===== src/rtl/stage_if_mt_pkg.sv =====
// Shared types for the multithreaded fetch stage: pointer, word, thread id
// and the IF/ID payload record.
package stage_if_mt_pkg;

    localparam int unsigned NUM_THREADS = 4;
    localparam int unsigned THREAD_W    = $clog2(NUM_THREADS);
    localparam int unsigned VPTR_W      = 32;
    localparam int unsigned WORD_W      = 32;

    typedef logic [VPTR_W-1:0]   vptr_t;
    typedef logic [WORD_W-1:0]   word_t;
    typedef logic [THREAD_W-1:0] threadid_t;

    typedef struct packed {
        vptr_t     pc;
        word_t     instr;
        threadid_t tid;
        logic      itlb_miss;
    } id_payload_t;

    // Sequential next-PC; wraps modulo 2^VPTR_W.
    function automatic vptr_t pc_next(input vptr_t pc);
        return pc + VPTR_W'(4);
    endfunction

endpackage


===== src/rtl/stage_if_mt_scheduler_rr_skip.sv =====
// Round-robin arbiter that starts searching just after the last granted index
// and skips requesters that are not eligible this cycle.
module scheduler_rr_skip #(
    parameter int unsigned N = 4
) (
    input  logic                 clk,
    input  logic                 rst,
    input  logic [N-1:0]         i_req,
    output logic [N-1:0]         o_grant_c,
    output logic [$clog2(N)-1:0] o_grant_idx_c,
    output logic                 o_valid_c
);

    localparam int unsigned IW = $clog2(N);

    logic [IW-1:0] r_ptr;
    logic [IW-1:0] w_cand;

    // First requester found walking ptr+1 .. ptr+N (power-of-two N wraps naturally).
    always_comb begin
        o_grant_c     = '0;
        o_grant_idx_c = '0;
        o_valid_c     = 1'b0;
        w_cand        = '0;
        for (int unsigned k = 1; k <= N; k++) begin
            w_cand = r_ptr + IW'(k);
            if (!o_valid_c && i_req[w_cand]) begin
                o_valid_c     = 1'b1;
                o_grant_idx_c = w_cand;
            end
        end
        if (o_valid_c) begin
            o_grant_c[o_grant_idx_c] = 1'b1;
        end
    end

    always_ff @(posedge clk) begin
        if (rst) begin
            r_ptr <= IW'(N - 1);
        end else if (o_valid_c) begin
            r_ptr <= o_grant_idx_c;
        end
    end

endmodule


===== src/rtl/stage_if_mt.sv =====
// Multithreaded instruction fetch: per-thread PC file and wait/fault flags,
// round-robin lookup issue to the I-TLB/I-cache, and the registered IF/ID output.
module stage_if_mt
    import stage_if_mt_pkg::*;
#(
    parameter int unsigned N_THREADS = NUM_THREADS,
    parameter vptr_t       BOOT_PC   = 32'h0000_1000,
    parameter vptr_t       EXC_PC    = 32'h0000_2000
) (
    input  logic                 clk,
    input  logic                 rst,
    output vptr_t                fe_pc,
    output threadid_t            fe_thread,
    output logic                 fe_valid,
    input  logic                 itlb_miss,
    input  logic                 icache_miss,
    input  word_t                icache_data,
    input  logic                 fill_done,
    input  threadid_t            fill_thread,
    input  logic                 redir_en,
    input  threadid_t            redir_thread,
    input  vptr_t                redir_pc,
    input  logic                 exc_en,
    input  threadid_t            exc_thread,
    input  logic [N_THREADS-1:0] be_stalled,
    input  logic                 id_ready,
    output logic                 id_valid,
    output vptr_t                id_pc,
    output word_t                id_instruction,
    output threadid_t            id_thread,
    output logic                 id_itlb_miss,
    output logic [N_THREADS-1:0] thread_waiting
);

    vptr_t                r_pc [N_THREADS];
    logic [N_THREADS-1:0] r_wait;
    logic [N_THREADS-1:0] r_fault;
    id_payload_t          r_id;
    logic                 r_id_valid;

    logic                 w_id_free;
    logic [N_THREADS-1:0] w_req;
    logic [N_THREADS-1:0] w_grant;
    threadid_t            w_sel;
    logic                 w_any;
    logic                 w_discard;
    logic                 w_hit;
    logic                 w_tlb_fault;
    logic                 w_cache_miss;
    logic [N_THREADS-1:0] w_exc_vec;
    logic [N_THREADS-1:0] w_redir_vec;
    logic [N_THREADS-1:0] w_fill_vec;

    // Issue only when the ID slot will be free at the next edge.
    assign w_id_free = !r_id_valid || id_ready;
    assign w_req     = ~r_wait & ~r_fault & ~be_stalled & {N_THREADS{w_id_free & ~rst}};

    scheduler_rr_skip #(
        .N (N_THREADS)
    ) u_sched (
        .clk           (clk),
        .rst           (rst),
        .i_req         (w_req),
        .o_grant_c     (w_grant),
        .o_grant_idx_c (w_sel),
        .o_valid_c     (w_any)
    );

    assign fe_valid  = w_any;
    assign fe_thread = w_sel;
    assign fe_pc     = r_pc[w_sel];

    always_comb begin
        w_exc_vec   = '0;
        w_redir_vec = '0;
        w_fill_vec  = '0;
        for (int unsigned t = 0; t < N_THREADS; t++) begin
            w_exc_vec[t]   = exc_en    && (exc_thread   == threadid_t'(t));
            w_redir_vec[t] = redir_en  && (redir_thread == threadid_t'(t));
            w_fill_vec[t]  = fill_done && (fill_thread  == threadid_t'(t));
        end
    end

    // A lookup racing a redirect of its own thread is dropped without side effects.
    assign w_discard    = w_any && (w_exc_vec[w_sel] || w_redir_vec[w_sel]);
    assign w_tlb_fault  = w_any && !w_discard && itlb_miss;
    assign w_cache_miss = w_any && !w_discard && !itlb_miss && icache_miss;
    assign w_hit        = w_any && !w_discard && !itlb_miss && !icache_miss;

    always_ff @(posedge clk) begin
        for (int unsigned t = 0; t < N_THREADS; t++) begin
            if (rst) begin
                r_pc[t] <= BOOT_PC;
            end else if (w_exc_vec[t]) begin
                r_pc[t] <= EXC_PC;
            end else if (w_redir_vec[t]) begin
                r_pc[t] <= redir_pc;
            end else if (w_hit && w_grant[t]) begin
                r_pc[t] <= pc_next(r_pc[t]);
            end
        end
    end

    always_ff @(posedge clk) begin
        if (rst) begin
            r_wait  <= '0;
            r_fault <= '0;
        end else begin
            for (int unsigned t = 0; t < N_THREADS; t++) begin
                if (w_exc_vec[t] || w_redir_vec[t]) begin
                    r_wait[t]  <= 1'b0;
                    r_fault[t] <= 1'b0;
                end else begin
                    if (w_fill_vec[t]) begin
                        r_wait[t] <= 1'b0;
                    end
                    if (w_cache_miss && w_grant[t]) begin
                        r_wait[t] <= 1'b1;
                    end
                    if (w_tlb_fault && w_grant[t]) begin
                        r_fault[t] <= 1'b1;
                    end
                end
            end
        end
    end

    // IF/ID register: capture on hit or TLB fault, hold under backpressure, drain on ready.
    always_ff @(posedge clk) begin
        if (rst) begin
            r_id_valid <= 1'b0;
            r_id       <= '0;
        end else if (w_hit || w_tlb_fault) begin
            r_id_valid <= 1'b1;
            r_id       <= '{pc:        fe_pc,
                            instr:     (w_hit ? icache_data : '0),
                            tid:       w_sel,
                            itlb_miss: w_tlb_fault};
        end else if (id_ready) begin
            r_id_valid <= 1'b0;
        end
    end

    assign id_valid       = r_id_valid;
    assign id_pc          = r_id.pc;
    assign id_instruction = r_id.instr;
    assign id_thread      = r_id.tid;
    assign id_itlb_miss   = r_id.itlb_miss;
    assign thread_waiting = r_wait;

endmodule


===== config.mk =====
export PLATFORM = sky130hd
export DESIGN_NAME = stage_if_mt
export DESIGN_NICKNAME = d
export VERILOG_FILES = /design/src/rtl/stage_if_mt_pkg.sv /design/src/rtl/stage_if_mt_scheduler_rr_skip.sv /design/src/rtl/stage_if_mt.sv
export SDC_FILE = /design/constraint.sdc
export NUM_CORES = 1
export LEC_CHECK = 0
export ABC_CLOCK_PERIOD_IN_PS = 10200
export BUFFER_PORTS_ARGS = -buffer_cell sky130_fd_sc_hd__buf_2
export CORE_ASPECT_RATIO = 0.6
export CORE_MARGIN = 2
export CORE_UTILIZATION = 50
export CTS_CLUSTER_DIAMETER = 80
export DETAILED_ROUTE_END_ITERATION = 8
export PLACE_DENSITY = 0.72
export SLEW_MARGIN = 40
export SYNTH_ARGS = -nofsm -noshare
export SYNTH_HDL_FRONTEND = slang
export SYNTH_SLANG_ARGS = --single-unit

===== constraint.sdc =====
create_clock -name clk -period 10.2 [get_ports clk]
set_input_delay 0.51 -clock clk [delete_from_list [all_inputs] [get_ports clk]]
set_output_delay 0.51 -clock clk [all_outputs]
set_load 0.01 [all_outputs]

==> results.json, run 1 <==
{
  "run_status": "complete, no violations",
  "final_layout_size_suffix_gt1_share_pct": 18.18,
  "grt_max_degree": 65,
  "cts_buffers": 22,
  "vias_per_cell": 6.303,
  "yosysWarningCount": 0,
  "clock.fmax_ghz": 0.2022,
  "fin_setup_tns_ns": 0,
  "clock_sinks": 206,
  "leakagePower_nw": 4.969,
  "htree_levels": 1,
  "antenna_found_initial": 1,
  "maxCapViolCount": 0,
  "max-slew-margin-rel_pct": 39.83,
  "worstSetupPathType": "register to register",
  "yosysSeqAreaShare_pct": 46.86,
  "synthArstFlopShare_pct": 0,
  "fill_cells": 1961,
  "ctsResizeCount": 0,
  "synthCells": 1319,
  "min_period_over_period_pct": 48.50,
  "cts_hold_buf": 0,
  "grtUsageTotal_pct": 33.57,
  "coreArea_sq_mm": 0.02233,
  "cts_setup_buffers": 0,
  "start_util_pct": 51.65,
  "critPathMaxStageDelay_ns": 0.62,
  "reg2reg_setup_slack_ns": 5.25,
  "insertion_delay_ns": 0.54,
  "io_pins": 189,
  "wl_per_cell_um": 22.95,
  "endpoint_kind": "register",
  "grt_pass1_vias": 10226,
  "setup_viol": 0,
  "antennaDiodeCount": 0,
  "synthDistinctLibCells": 51,
  "yosys.area.top_type": "edfxtp_1",
  "avgSynthCellArea_sq_um": 8.745,
  "critical-path-top-delay-family": "simple AND/OR/NAND/NOR gates",
  "worst_pin_slew_ns": 0.8957,
  "arrival_ns": 5.13,
  "area.growth.synth_to_final_pct": 17.29,
  "path_common_cell": "buf_4",
  "ys_ff_latch": 206,
  "layout_common_cells": "o21ai_0 (193), buf_2 (188), nand3_1 (171)",
  "layout_commonest_cell": "o21ai_0",
  "slowest_stage": "inv_2",
  "vdd_drop_max_v": 0.00008687,
  "nets": 1555,
  "synth-main-ff-cell": "edfxtp_1",
  "clock_skew_ns": 0.02039,
  "cts_max_path_buffers": 3,
  "finalWirelength_mm": 41.16,
  "die-area_sq_mm": 0.02434,
  "cts_tree": "yes",
  "syn_nets": 1405,
  "highest_layer": "met5",
  "hpwl_mm": 29.34,
  "wl_met2_mm": 16.71,
  "die_x_um": 200.1,
  "syn_area_sq_mm": 0.01153,
  "globalRouteOverflowTotal": 0,
  "holdCritPathClass": "input port to register",
  "power.density_mw_per_mm2": 178.0,
  "layout_min_cycle_time_ns": 4.947,
  "drt-met1-wl_mm": 17.60,
  "cts-root-buf": "clkbuf_16",
  "cp-start-kind": "register",
  "worstPathRequired_ns": 10.39,
  "synth_top_area_share_pct": 33.32,
  "drtIter0Drc": 1841,
  "yosys-top-cells-area": "edfxtp_1 (33%), dfxtp_1 (14%), o21ai_0 (8.4%), nand3_1 (7.5%), nand2_1 (5.3%)",
  "placed_area_sq_mm": 0.01278,
  "synth_edf_count": 128,
  "drt_pre_antenna_iters": 7,
  "row_count": 42,
  "final_design_area_no_fill_sq_mm": 0.01353,
  "hold_violations": 0,
  "routed-wl-met3_mm": 5.980,
  "maxSlewViolCount": 0,
  "ant_nets": 0,
  "path_cells": "nor3_1 > nand3_1 > and2_1 > a221o_1 > buf_4 > inv_2 > a31oi_2 > a211oi_4 > nand3_2 > nand2_1 > buf_4",
  "crit_buf_inv": 3,
  "gp_congestion": 0.9550,
  "drc": 0,
  "cts.clk_slew.worst_paths_ns": 0.07,
  "grt_setup_unrepaired": "false",
  "grt_pass1_wl_mm": 61.38,
  "critical_path.max_fanout": 40,
  "vias": 11302,
  "port-buffer-count": 188,
  "die_h_um": 121.7
}
per-layer routing:
metal	up-vias	track usage, %
li1	5088	-
met1	5343	50.86
met2	797	45.51
met3	72	10.94
met4	2	8.426
met5	-	0
registers in the layout, summed over array words and instances (netlist names):
name and cells:
id_itlb_miss 1, id_instruction 32, r_pc 128, id_pc 32, id_thread 2, u_sched.r_ptr 2, id_valid 1, r_fault 4
thread_waiting 4
kinds of logic after synthesis:
family                     count (synthesis)  synth area share (%)
and+or+nand+nor                          560                 23.91
AOI/OAI and AO/OA                        327                 16.65
DFF                                      206                 46.86
xor gates and xnor gates                 112                 8.504
buffers and inverters                    110                 3.645
adders and majority gates                  4                0.4339
cells in the mapped netlist (all sizes together) (4+ instances only):
library cell and n:
inv 23, a21oi 49, edfxtp 128, and3 14
o21ai 204, a31oi 5, nand2 163, nand2b 5
or3 6, a22o 36, clkbuf 78, buf 9
and2 45, nor3b 4, dfxtp 78, a211oi 4
nor2 57, o211ai 8, nor3 19, xnor2 52
xor2 60, ha 4, nand4 54, nand3 172
and4 11
per-stage QoR:
step                cells  utilization [%]  total power, mW  setup WS [ns]  hold WS, ns
finish               1793            60.58            2.408          5.253       0.1925
global route         1793            60.58            2.487          4.964       0.1941
CTS                  1792            60.52            2.391          5.459       0.1823
detailed placement   1752            57.22            1.574          5.117       0.4527
global placement     1752            57.17            1.564          4.787       0.4407
floorplan            1319                -            1.342          6.446       0.4302
where the power goes:
group          switching [mW]  internal (mW)  total [mW]
clock                   0.358          0.472       0.830
combinational           0.371          0.181       0.552
sequential             0.0663          0.960        1.03
final cells by class:
| cell class | count | area, sq um | share of cell area, % |
|---|---|---|---|
| Sequential cell | 206 | 5405 | 39.95 |
| Multi-Input combinational cell | 1003 | 5787 | 42.77 |
| Inverter | 23 | 86.33 | 0.6381 |
| Timing Repair Buffer | 213 | 1129 | 8.342 |
| Tap cell | 308 | 385.4 | 2.848 |
| Clock inverter | 12 | 98.84 | 0.7306 |
| Clock buffer | 28 | 638.1 | 4.717 |
worst paths after layout:
| path | endpoint | start | cells after the start |
|---|---|---|---|
| setup / recovery | r_pc[0][22]$_DFFE_PP_ | r_fault[3]$_SDFFE_PP0P_ | 11 |
| hold / removal | id_instruction[5]$_SDFFE_PP0P_ | icache_data[5] | 2 |
| setup reg to reg | r_pc[0][22]$_DFFE_PP_ | r_fault[3]$_SDFFE_PP0P_ | 11 |
| hold reg to reg | id_instruction[11]$_SDFFE_PP0P_ | id_instruction[11]$_SDFFE_PP0P_ | 1 |
No activity file was read; power rests on OpenSTA's default activity.
==> inputs of run 2 (changes only) <==
ABC_CLOCK_PERIOD_IN_PS = 4600   (was 10200)
clock period = 4.6 ns   (was 10.2 ns; I/O delays follow)
==> run 2 against run 1 <==
Critical path depth fell by 1. Global-route usage up 0.33 points. Sequential power increased by 120%. Die area did not move. Combinational power up 130%. Clock power increased by 110%. Via count grew 0.23%. Fmax up 18%. Clock-buffer cell count shrank 1. Worst hold slack lost 0.16 ns. Utilization grew 1.5 points. Worst setup slack worse by 4.8 ns. Critical endpoint is now r_pc[0][5]$_DFFE_PP_. Largest cell class unchanged. Largest power group unchanged. Highest routed layer unchanged.
==> results.json, run 2 (synthesis gave the netlist of run 1 again) <==
{
  "maxSlewViolCount": 0,
  "grt_setup_unrepaired": "false",
  "clockPowerShare_pct": 32.7,
  "holdCritPathClass": "input port to register",
  "wl_per_cell_um": 22.64,
  "power.internal_mw": 3.504,
  "holdPathStages": 2,
  "critical_path.max_fanout": 36,
  "worst_slack_ns": 0.4104,
  "layout_common_cells": "o21ai_0 (193), buf_2 (188), nand3_1 (172)",
  "fin_setup_tns_ns": 0,
  "grt_pass1_wl_mm": 62.22,
  "worstPathRequired_ns": 4.82,
  "dpl.cell_count": 1759,
  "gp_congestion": 0.9375,
  "row_count": 42,
  "clock.fmax_ghz": 0.2387,
  "p_sw_mw": 1.760,
  "slowest_stage": "nor3_1",
  "layout_commonest_cell": "o21ai_0",
  "path_cells": "nor3_1 > nand3_1 > a21oi_4 > buf_4 > o21ai_1 > a211oi_4 > buf_4 > nand3_1 > nand2_2 > buf_12",
  "gr-usage-met1_pct": 51.18,
  "critical-path-top-delay-family": "simple AND/OR/NAND/NOR gates",
  "cts_setup_buffers": 0,
  "insertion_delay_ns": 0.52,
  "start_util_pct": 51.65,
  "reg2reg_depth": 10,
  "cts-root-buf": "clkbuf_16",
  "hold_end": "id_valid$_SDFFE_PP0P_",
  "reg2reg_setup_slack_ns": 0.41,
  "area.growth.synth_to_final_pct": 20.22,
  "die_h_um": 121.7,
  "drc": 0,
  "worst_pin_slew_ns": 1.005,
  "nets": 1593,
  "globalRouteOverflowTotal": 0,
  "final_design_area_no_fill_sq_mm": 0.01387,
  "endpoint_kind": "register",
  "cp-start-kind": "register",
  "layout_min_cycle_time_ns": 4.190,
  "coreArea_sq_mm": 0.02233,
  "min_period_over_period_pct": 91.08,
  "critPathMaxStageDelay_ns": 0.59,
  "cts.clk_slew.worst_paths_ns": 0.06,
  "leakagePower_nw": 5.108,
  "run_status": "complete, no violations",
  "ant_nets": 0,
  "largest_reg_flops": 128,
  "drt_pre_antenna_iters": 6,
  "max-slew-margin-rel_pct": 32.59,
  "io_pins": 189,
  "antenna_found_initial": 2,
  "cts_tree": "yes",
  "cts_buffers": 21,
  "vias": 11328,
  "vias_per_cell": 6.190,
  "drtIter0Drc": 1525,
  "htree_levels": 1,
  "die_x_um": 200.1,
  "grtUsageTotal_pct": 33.90,
  "arrival_ns": 4.41,
  "grt_max_degree": 64,
  "cts_max_path_buffers": 3,
  "vdd_drop_max_v": 0.0002108,
  "power_frac_comb_pct": 24.3,
  "use_met2_pct": 46.96,
  "worstSetupPathType": "register to register",
  "clock_sinks": 206,
  "crit_buf_inv": 3,
  "final_layout_size_suffix_gt1_share_pct": 17.75,
  "clock_skew_ns": 0.01795,
  "p_seq_share_pct": 43.0,
  "reg2reg_from": "r_fault[3]$_SDFFE_PP0P_",
  "setup_viol": 0,
  "power.density_mw_per_mm2": 379.6,
  "regMostFlops": "r_pc",
  "maxCapViolCount": 0,
  "p_total_mw": 5.264,
  "grt_pass1_vias": 10406,
  "final_util_pct": 62.09,
  "busiest_layer": "met1",
  "worstHoldStart": "rst",
  "hpwl_mm": 29.21,
  "finalWirelength_mm": 41.42,
  "hold_violations": 0,
  "die-area_sq_mm": 0.02434,
  "hold_ws_ns": 0.03248,
  "placed_area_sq_mm": 0.01287,
  "sw_frac_of_total_pct": 33.44,
  "pre_cts_slack_ns": 0.3050,
  "grt_use_met3_pct": 10.19,
  "final_cells": 1830,
  "port-buffer-count": 188,
  "regToRegEndpoint": "r_pc[0][5]$_DFFE_PP_"
}
==> run 2: cell count changes in the layout (fill, tap and decap cells not counted), moves of 2 or more <==
cell | before | now
buf_12 | 0 | 3
buf_4 | 25 | 28
clkbuf_1 | 2 | 5
clkbuf_16 | 25 | 22
clkinv_2 | 7 | 1
dlygate4sd3_1 | 0 | 32
inv_4 | 0 | 3
inv_6 | 0 | 2
==> run 2: cell type report <==
| class | instances | area [sq um] |
|---|---|---|
| Inverter | 23 | 86.33 |
| Timing Repair Buffer | 251 | 1531 |
| Fill cell | 1876 | 8467 |
| Clock inverter | 10 | 87.58 |
| Tap cell | 308 | 385.4 |
| Clock buffer | 27 | 569.3 |
| Antenna cell | 1 | 2.502 |
| Multi-Input combinational cell | 1004 | 5799 |
| Sequential cell | 206 | 5405 |
==> run 2: worst max-delay path by stage <==
stage                                         from  slack, ns  cells after the start               endpoint
floorplan           thread_waiting[2]$_SDFFE_PP0P_       0.99                     11  r_pc[0][10]$_DFFE_PP_
global placement           r_fault[3]$_SDFFE_PP0P_       0.41                     10  r_pc[0][17]$_DFFE_PP_
detailed placement         r_fault[3]$_SDFFE_PP0P_       0.31                     10  r_pc[0][18]$_DFFE_PP_
CTS                        r_fault[3]$_SDFFE_PP0P_       0.30                     10   r_pc[0][5]$_DFFE_PP_
global route        thread_waiting[3]$_SDFFE_PP0P_       0.20                     10   r_pc[0][5]$_DFFE_PP_
finish                     r_fault[3]$_SDFFE_PP0P_       0.41                     10   r_pc[0][5]$_DFFE_PP_
==> run 2: per-layer routing <==
| layer | vias up | wire length (um) |
|---|---|---|
| met2 | 769 | 17010 |
| met1 | 5310 | 17560 |
| met5 | - | 13 |
| met3 | 79 | 5827 |
| li1 | 5168 | - |
| met4 | 2 | 1017 |
==> run 2: power groups by stage <==
stage          Combinational (mW)  Sequential (mW)  Clock (mW)
2_1_floorplan               0.680             2.30           0
3_3_place_gp                 1.20             2.29           0
3_5_place_dp                 1.21             2.29           0
4_1_cts                      1.24             2.26        1.73
5_1_grt                      1.37             2.28        1.80
6_report                     1.28             2.27        1.72
==> run 2: timing repair <==
action / 4_1_cts / 5_1_grt
resized for setup: 0 / 1
endpoints found under the setup margin: 0 / 20
hold endpoints to repair: 32 / 0
hold buffers: 32 / 0
==> run 2: worst reg2reg max path: stages, from the launching register on <==
cell and delay (ns):
dfxtp_1 0.31, nor3_1 0.59, nand3_1 0.42, a21oi_4 0.48, buf_4 0.40, o21ai_1 0.22, a211oi_4 0.26, buf_4 0.41
nand3_1 0.20, nand2_2 0.36, buf_12 0.24
==> inputs of run 3 (changes only) <==
HOLD_SLACK_MARGIN = 0.05   (was not set)
==> run 3 against run 2 <==
Sequential share of layout area is 0.084 points lower. Via count increased by 0.72%. Clock-buffer cell count is the same. Die area is the same. Clock skew shrank 0.0023 ns. Sequential power about the same. Clock power about the same. Combinational power hardly changed.
==> results.json, run 3 (synthesis gave the netlist of run 1 again) <==
{
  "cts_tree": "yes",
  "start_util_pct": 51.65,
  "drt_pre_antenna_iters": 6,
  "holdPathStages": 4,
  "clock.fmax_ghz": 0.2260,
  "final_layout_size_suffix_gt1_share_pct": 17.65,
  "cts_max_path_buffers": 3,
  "drtIter0Drc": 1519,
  "ctsResizeCount": 0,
  "fin_setup_tns_ns": 0,
  "power.density_mw_per_mm2": 379.4,
  "critical_path.max_fanout": 36,
  "layout_common_cells": "o21ai_0 (193), buf_2 (188), nand3_1 (172)",
  "fill_cells": 1874,
  "cts.clk_slew.worst_paths_ns": 0.06,
  "worstSetupPathType": "register to register",
  "grt_pass1_wl_mm": 62.30,
  "ant_nets": 0,
  "grt_setup_unrepaired": "false",
  "endpoint_kind": "register",
  "layout_commonest_cell": "o21ai_0",
  "dpl.cell_count": 1759,
  "worstPathRequired_ns": 4.82,
  "die_x_um": 200.1,
  "maxCapViolCount": 0,
  "port-buffer-count": 188,
  "maxSlewViolCount": 0,
  "largest_reg_flops": 128,
  "die_h_um": 121.7,
  "vias": 11410,
  "final_design_area_no_fill_sq_mm": 0.01390,
  "regMostFlops": "r_pc",
  "placed_area_sq_mm": 0.01287,
  "vdd_drop_max_v": 0.0002117,
  "leakagePower_nw": 5.120,
  "globalRouteOverflowTotal": 0,
  "min_period_over_period_pct": 96.20,
  "insertion_delay_ns": 0.52,
  "finalWirelength_mm": 41.48,
  "arrival_ns": 4.64,
  "hold_ws_ns": 0.06441,
  "area.growth.synth_to_final_pct": 20.48,
  "hold_violations": 0,
  "layout_min_cycle_time_ns": 4.425,
  "cp-start-kind": "register",
  "vias_per_cell": 6.221,
  "nets": 1596,
  "setup_viol": 0,
  "clock_skew_ns": 0.01561,
  "grt_max_degree": 64,
  "final_util_pct": 62.22,
  "cts_setup_buffers": 0,
  "holdCritPathClass": "input port to register",
  "coreArea_sq_mm": 0.02233,
  "antenna_found_initial": 2,
  "clock_sinks": 206,
  "wl_per_cell_um": 22.62,
  "final_cells": 1834,
  "die-area_sq_mm": 0.02434,
  "cts-root-buf": "clkbuf_16",
  "htree_levels": 1,
  "hpwl_mm": 29.21,
  "drc": 0,
  "io_pins": 189,
  "reg2reg_depth": 10,
  "worst_slack_ns": 0.1749,
  "grt_pass1_vias": 10441,
  "run_status": "complete, no violations",
  "worst_pin_slew_ns": 0.9986,
  "p_total_mw": 5.273,
  "gp_congestion": 0.9375,
  "pre_cts_slack_ns": 0.3050,
  "cts_buffers": 21,
  "max-slew-margin-rel_pct": 33.02,
  "grtUsageTotal_pct": 33.94,
  "row_count": 42
}
==> run 3: cell count changes in the layout (fill, tap and decap cells not counted) <==
| cell | before | now |
|---|---|---|
| diode_2 | 1 | 2 |
| dlygate4sd3_1 | 32 | 35 |
| nand2_1 | 162 | 163 |
| nand2_2 | 1 | 0 |
==> run 3: area by class of cell <==
class	instances	area, sq um	share of cell area, %
clock inverter	10	87.58	0.6302
timing repair buffer	254	1562	11.24
multi-input combinational	1004	5797	41.71
inverter	23	86.33	0.6212
antenna	2	5.005	0.03601
tap	308	385.4	2.773
clock buffer	27	569.3	4.097
sequential	206	5405	38.89
==> run 3: path summary, 6_finish.rpt <==
path,from,to,slack (ns)
max,r_fault[3]$_SDFFE_PP0P_,r_pc[0][5]$_DFFE_PP_,0.17
min,fill_thread[1],thread_waiting[3]$_SDFFE_PP0P_,0.06
max reg2reg,r_fault[3]$_SDFFE_PP0P_,r_pc[0][5]$_DFFE_PP_,0.17
min reg2reg,id_instruction[9]$_SDFFE_PP0P_,id_instruction[9]$_SDFFE_PP0P_,0.47
==> run 3: routing by layer <==
| metal | vias to the layer above | GRT usage (%) | routed length, um |
|---|---|---|---|
| met5 | - | 0 | 13 |
| met4 | 2 | 8.611 | 1115 |
| met3 | 93 | 10.19 | 5964 |
| met2 | 779 | 47.03 | 16940 |
| met1 | 5351 | 51.15 | 17450 |
| li1 | 5185 | - | - |
==> run 3: timing repair <==
item	4_1_cts	5_1_grt
hold endpoints to repair	38	0
endpoints found under the setup margin	0	20
hold buffers	35	0
==> run 3: report_power, final <==
group	switching [mW]	total [mW]	internal (mW)
Clock	0.784	1.73	0.943
Sequential	0.138	2.27	2.13
Combinational	0.845	1.28	0.435
==> run 3: critical path, cell delays in order, from the launching register on <==
cell	delay (ns)
dfxtp_1	0.31
nor3_1	0.61
nand3_1	0.42
a21oi_4	0.48
buf_4	0.39
o21ai_1	0.23
a211oi_4	0.27
buf_4	0.41
nand3_1	0.17
nand2_1	0.56
buf_12	0.26
